**src/rtl/pipe_ctrl_pkg.sv**
```systemverilog
// Shared pipeline-control definitions: reset level, stall encodings, exception codes
// and the exception-to-handler address mapping.
package pipe_ctrl_pkg;

    localparam logic RstEnable = 1'b1;

    localparam logic [31:0] ZeroWord = 32'h0000_0000;

    localparam logic [5:0] StallNone = 6'b000000;
    localparam logic [5:0] StallId   = 6'b000111;
    localparam logic [5:0] StallEx   = 6'b001111;
    localparam logic [5:0] StallMem  = 6'b011111;

    localparam logic [31:0] ExcInt         = 32'h0000_0001;
    localparam logic [31:0] ExcSyscall     = 32'h0000_0008;
    localparam logic [31:0] ExcInstInvalid = 32'h0000_000a;
    localparam logic [31:0] ExcOv          = 32'h0000_000c;
    localparam logic [31:0] ExcTrap        = 32'h0000_000d;
    localparam logic [31:0] ExcEret        = 32'h0000_000e;

    typedef enum logic [0:0] {
        StRun,
        StFlush
    } state_e;

    // Unknown non-zero codes share the generic exception handler.
    function automatic logic [31:0] handler_pc(input logic [31:0] excepttype,
                                               input logic [31:0] epc,
                                               input logic [31:0] int_vec,
                                               input logic [31:0] exc_vec);
        case (excepttype)
            ExcInt:  return int_vec;
            ExcEret: return epc;
            ExcSyscall, ExcInstInvalid, ExcOv, ExcTrap: return exc_vec;
            default: return exc_vec;
        endcase
    endfunction

endpackage

```
**src/rtl/pipe_ctrl_stall_wdt.sv**
```systemverilog
// Stall statistics: saturating stalled-cycle counter plus a sticky watchdog that trips
// after TIMEOUT consecutive stalled cycles.
module stall_wdt #(
    parameter int unsigned TIMEOUT = 1024
) (
    input  logic        clk,
    input  logic        rst,
    input  logic        stalled,
    output logic [31:0] stall_cycles,
    output logic        wdt_trip
);

    localparam int unsigned    RunW    = $clog2(TIMEOUT) + 1;
    localparam logic [RunW-1:0] RunLast = RunW'(TIMEOUT - 1);

    logic [31:0]     cycles_q, cycles_d;
    logic [RunW-1:0] run_q, run_d;
    logic            trip_q, trip_d;

    always_comb begin
        cycles_d = cycles_q;
        run_d    = '0;
        trip_d   = trip_q;
        if (stalled) begin
            if (cycles_q != '1) begin
                cycles_d = cycles_q + 32'd1;
            end
            // Run counter parks at its last value; the trip flag is sticky anyway.
            if (run_q == RunLast) begin
                trip_d = 1'b1;
                run_d  = run_q;
            end else begin
                run_d = run_q + 1'b1;
            end
        end
    end

    always_ff @(posedge clk) begin
        if (rst) begin
            cycles_q <= '0;
            run_q    <= '0;
            trip_q   <= 1'b0;
        end else begin
            cycles_q <= cycles_d;
            run_q    <= run_d;
            trip_q   <= trip_d;
        end
    end

    assign stall_cycles = cycles_q;
    assign wdt_trip     = trip_q;

endmodule

```
**src/rtl/pipe_ctrl.sv**
```systemverilog
// Pipeline controller: merges stage stall requests into the stall vector and sequences
// exception flushes with the handler PC.
module pipe_ctrl
    import pipe_ctrl_pkg::*;
#(
    parameter int unsigned FLUSH_CYCLES = 1,
    parameter int unsigned TIMEOUT      = 1024,
    parameter logic [31:0] INT_VECTOR   = 32'h0000_0020,
    parameter logic [31:0] EXC_VECTOR   = 32'h0000_0040
) (
    input  logic        clk,
    input  logic        rst,
    input  logic        stallreq_from_id,
    input  logic        stallreq_from_ex,
    input  logic        stallreq_from_mem,
    input  logic [31:0] excepttype_i,
    input  logic [31:0] cp0_epc_i,
    output logic [5:0]  stall,
    output logic        flush,
    output logic [31:0] new_pc,
    output logic [31:0] stall_cycles,
    output logic        wdt_trip
);

    state_e      state_q;
    logic [3:0]  fcnt_q;
    logic [31:0] pc_q;
    logic        exc_taken;
    logic [31:0] vec_pc;
    logic [31:0] wdt_cycles;
    logic        wdt_trip_q;

    assign vec_pc = handler_pc(excepttype_i, cp0_epc_i, INT_VECTOR, EXC_VECTOR);

    always_comb begin
        stall     = StallNone;
        flush     = 1'b0;
        new_pc    = ZeroWord;
        exc_taken = 1'b0;
        if (rst == RstEnable) begin
            exc_taken = 1'b0;
        end else if (state_q == StFlush) begin
            flush  = 1'b1;
            new_pc = pc_q;
        end else if (excepttype_i != ZeroWord) begin
            // Exception beats any concurrent stall request.
            flush     = 1'b1;
            new_pc    = vec_pc;
            exc_taken = 1'b1;
        end else if (stallreq_from_mem) begin
            stall = StallMem;
        end else if (stallreq_from_ex) begin
            stall = StallEx;
        end else if (stallreq_from_id) begin
            stall = StallId;
        end
    end

    always_ff @(posedge clk) begin
        if (rst == RstEnable) begin
            state_q <= StRun;
            fcnt_q  <= '0;
            pc_q    <= ZeroWord;
        end else begin
            unique case (state_q)
                StRun: begin
                    if (exc_taken && FLUSH_CYCLES > 1) begin
                        state_q <= StFlush;
                        fcnt_q  <= 4'(FLUSH_CYCLES - 1);
                        pc_q    <= vec_pc;
                    end
                end
                StFlush: begin
                    fcnt_q <= fcnt_q - 4'd1;
                    if (fcnt_q == 4'd1) begin
                        state_q <= StRun;
                    end
                end
            endcase
        end
    end

    stall_wdt #(
        .TIMEOUT(TIMEOUT)
    ) u_stall_wdt (
        .clk          (clk),
        .rst          (rst),
        .stalled      (stall[0]),
        .stall_cycles (wdt_cycles),
        .wdt_trip     (wdt_trip_q)
    );

    assign stall_cycles = (rst == RstEnable) ? '0 : wdt_cycles;
    assign wdt_trip     = (rst == RstEnable) ? 1'b0 : wdt_trip_q;

endmodule
```
**config.mk**
```make
export PLATFORM = sky130hd
export DESIGN_NAME = pipe_ctrl
export DESIGN_NICKNAME = d
export VERILOG_FILES = /design/src/rtl/pipe_ctrl_pkg.sv /design/src/rtl/pipe_ctrl_stall_wdt.sv /design/src/rtl/pipe_ctrl.sv
export SDC_FILE = /design/constraint.sdc
export NUM_CORES = 1
export LEC_CHECK = 0
export CAP_MARGIN = 5
export CELL_PAD_IN_SITES_DETAIL_PLACEMENT = 1
export CELL_PAD_IN_SITES_GLOBAL_PLACEMENT = 1
export CORE_UTILIZATION = 33
export CTS_BUF_LIST = sky130_fd_sc_hd__clkbuf_8
export CTS_CLUSTER_DIAMETER = 80
export DETAILED_ROUTE_END_ITERATION = 8
export PLACE_DENSITY = 0.91
export SLEW_MARGIN = 5
export SYNTH_ARGS = -nofsm -noshare
export SYNTH_HDL_FRONTEND = slang
export SYNTH_SLANG_ARGS = --single-unit
```
**constraint.sdc**
```tcl
create_clock -name clk -period 6.5 [get_ports clk]
set_clock_uncertainty 0.05 [all_clocks]
set_input_delay 0.65 -clock clk [delete_from_list [all_inputs] [get_ports clk]]
set_output_delay 0.65 -clock clk [all_outputs]
set_load 0.01 [all_outputs]
```
==> run metrics <==
RR Endpoint=u_stall_wdt.stall_cycles[6]; post-synthesis register bit count=49; synthesis-to-layout area growth=50.0%; commonest cells after routing, fill and taps aside=clkdlybuf4s50_1 (138), dfxtp_1 (49), nor2_1 (47); DR iter-0 viols=84; post-synthesis cell type count=46; post-synth net total=460; CTS tree=done; chip width=99.2 um; TritonCTS sink count=49; GRT Overall Usage=0.207; final antenna-violating net count=0; R2R cell count=6; Post-synth ARST share=0; fin nets=583; Ports=141; CP arrival=3.47 ns; post-DR wirelength/cell=16.4 um; root buffer cell=clkbuf_8; setup_tns=0 ns; Hold Crit Endpoint=u_stall_wdt.run_q[10]; Initial Utilization=0.339; Final HPWL DP=7.96 mm; main flop type after synthesis=dfxtp_1; area occupied by multi-input gates=0.00198 mm^2; RSZ-0062 raised after global routing=no; Final Max Tran Viols=0; kind of cell adding the most delay to the critical path=simple AND/OR/NAND/NOR gates; outcome=complete, no violations; Max Root-Sink Buffers=2; WL final=10.2 mm; hold_sp=u_stall_wdt.run_q[10]; Fmax achieved=0.240 GHz; critical path startpoint category=primary input; Pleak=1.63 nW; sequential area share after synthesis=0.315; Hold-fix buffers, CTS=0; pwr/cell area=135 mW/mm^2; first-pass GRT wire length=16.4 mm; Worst EP required=5.80 ns; # diodes=0; CTS H-tree lvls=2; synthesized instance count=387; Core ar.=0.00920 mm^2; die area=0.00984 mm^2; period utilisation layout=0.641; vias in the first global route=3545; clock latency on the worst-skew pair=0.31 ns; gp weighted congestion=0.754; slowest stage cell, crit path=nor2_2; Worst Path Buf+Inv=2; die height=99.2 um; worst-margin pin slew=0.777 ns; CTS Buf Count=5; ratio of cells with drive above 1 in the final layout=0.0724; GRT Residual Overflow=0; Max-Cap Viols=0; Worst-path clk slew=0.10 ns; Mean Syn Cell Area=8.05 um^2; final number of hold-violating endpoints=0; worst relative slew slack=0.481; crit path capture type=output port; DRC Markers=0; via count=3317; largest net degree at the start of global routing=75; Hold Path Class=reg2reg; cell area after synthesis=0.00312 mm^2; commonest non-fill, non-tap cell in the layout=clkdlybuf4s50_1; # rows=35; crit-path cells=clkdlybuf4s50_1 -> nor3_1 -> and4_1 -> nand2_1 -> nor2_2 -> and2_1 -> clkdlybuf4s50_1; Setup Crit Path Kind=in2out; Storage cell area=981 um^2; minimum clock period after layout=4.17 ns; Fill cells=1105; VDD IR max=0.130 mV; most frequent CP cell=clkdlybuf4s50_1; I/O Buffers=139; # setup viols final=0; CP max stage delay=0.63 ns; initial antenna violation count=0; hold depth=2; Worst R2R Setup Slack=3.90 ns; Synth warnings=0; postcts setup bufs=0; Post-CTS Resized=0; Reg2Reg Launch Point=u_stall_wdt.stall_cycles[0]; vias per inst=5.33; number of flops mapped to enable cells by yosys=0; drt first pass iters=4; crit-path max FO=30; total power=629 uW
==> cells in the mapped netlist (all sizes together) (2+ instances only) <==
library cell / n / area share
nor2: 48 / 0.058
nor3: 18 / 0.031
clkbuf: 15 / 0.018
dfxtp: 49 / 0.31
and2: 31 / 0.062
nor4b: 2 / 0.0056
o21ai: 4 / 0.0064
a21oi: 10 / 0.016
buf: 10 / 0.021
nand3: 20 / 0.032
xor2: 6 / 0.017
and3: 4 / 0.0080
and4: 6 / 0.017
inv: 10 / 0.012
a211oi: 2 / 0.0048
nand4: 13 / 0.030
nand2b: 2 / 0.0040
or4: 7 / 0.017
nor2b: 31 / 0.062
mux2: 24 / 0.087
or3: 9 / 0.020
nand2: 19 / 0.023
ha: 4 / 0.016
xnor2: 4 / 0.011
o31ai: 7 / 0.017
nor4: 21 / 0.057
==> report_power, final <==
| part | leakage [nW] | switching [mW] | internal (mW) |
|---|---|---|---|
| clock network | 0.0687 | 0.113 | 0.155 |
| logic | 1.16 | 0.0207 | 0.0405 |
| registers | 0.394 | 0.00000000000537 | 0.300 |
==> final cells by class <==
type	count	area share
multi-input cells	303	0.423
repair buffers	141	0.300
flip-flops and latches	49	0.210
well taps	111	0.0297
clock buffers	5	0.0147
clock inverters	3	0.0147
inverters	10	0.00803
==> through the flow <==
step,cell area [um^2],setup slack (ns),hold WS (ns),instances,utilization
floorplan,3120,3.87,0.359,387,-
global route,4670,2.08,0.450,622,0.508
CTS,4670,1.92,0.415,622,0.508
detailed placement,4530,1.92,0.398,614,0.493
finish,4670,2.33,0.409,622,0.508
global placement,4530,2.15,0.369,614,0.493
==> worst max path at each step <==
| stage | startpoint | to | slack (ns) | cells after the start |
|---|---|---|---|---|
| finish | excepttype_i[0] | new_pc[17] | 2.33 | 7 |
| floorplan | rst | new_pc[0] | 3.87 | 7 |
| detailed placement | excepttype_i[0] | new_pc[17] | 1.92 | 7 |
| global placement | excepttype_i[0] | new_pc[8] | 2.15 | 7 |
| CTS | excepttype_i[0] | new_pc[17] | 1.92 | 7 |
| global route | rst | new_pc[17] | 2.08 | 8 |
==> per-layer routing <==
layer	global-route usage	up-vias	share of wire	routed length, um
met3	0.0436	17	0.050	506
li1	-	1615	-	-
met5	0	-	0	0
met2	0.398	96	0.53	5380
met4	0.0690	0	0.019	196
met1	0.224	1589	0.40	4090
==> sequential cells by signal, indices dropped and copies added, names as in the netlist <==
name and cells:
fcnt_q 4, state_q 1, u_stall_wdt.run_q 11, u_stall_wdt.stall_cycles 32, u_stall_wdt.wdt_trip 1
==> logic make-up after synthesis <==
kind of cell             Yosys count  synth area share
AND/OR/NAND/NOR                  232             0.432
flip-flops                        49             0.315
buffers and inverters             35            0.0514
AO/OA/AOI/OAI                     31            0.0666
multiplexers                      25            0.0899
XOR/XNOR                          10            0.0281
adder cells (fa/ha/maj)            4            0.0161
other                              1           0.00120
==> worst reg2reg max path, delay by kind of cell, from the launching register on <==
family / cells / cell delay [ns]
simple gates: 4 / 1.47
fa+ha+maj: 1 / 0.24
mux: 1 / 0.34
flops: 1 / 0.41
Power figures use the tool's default switching activity.
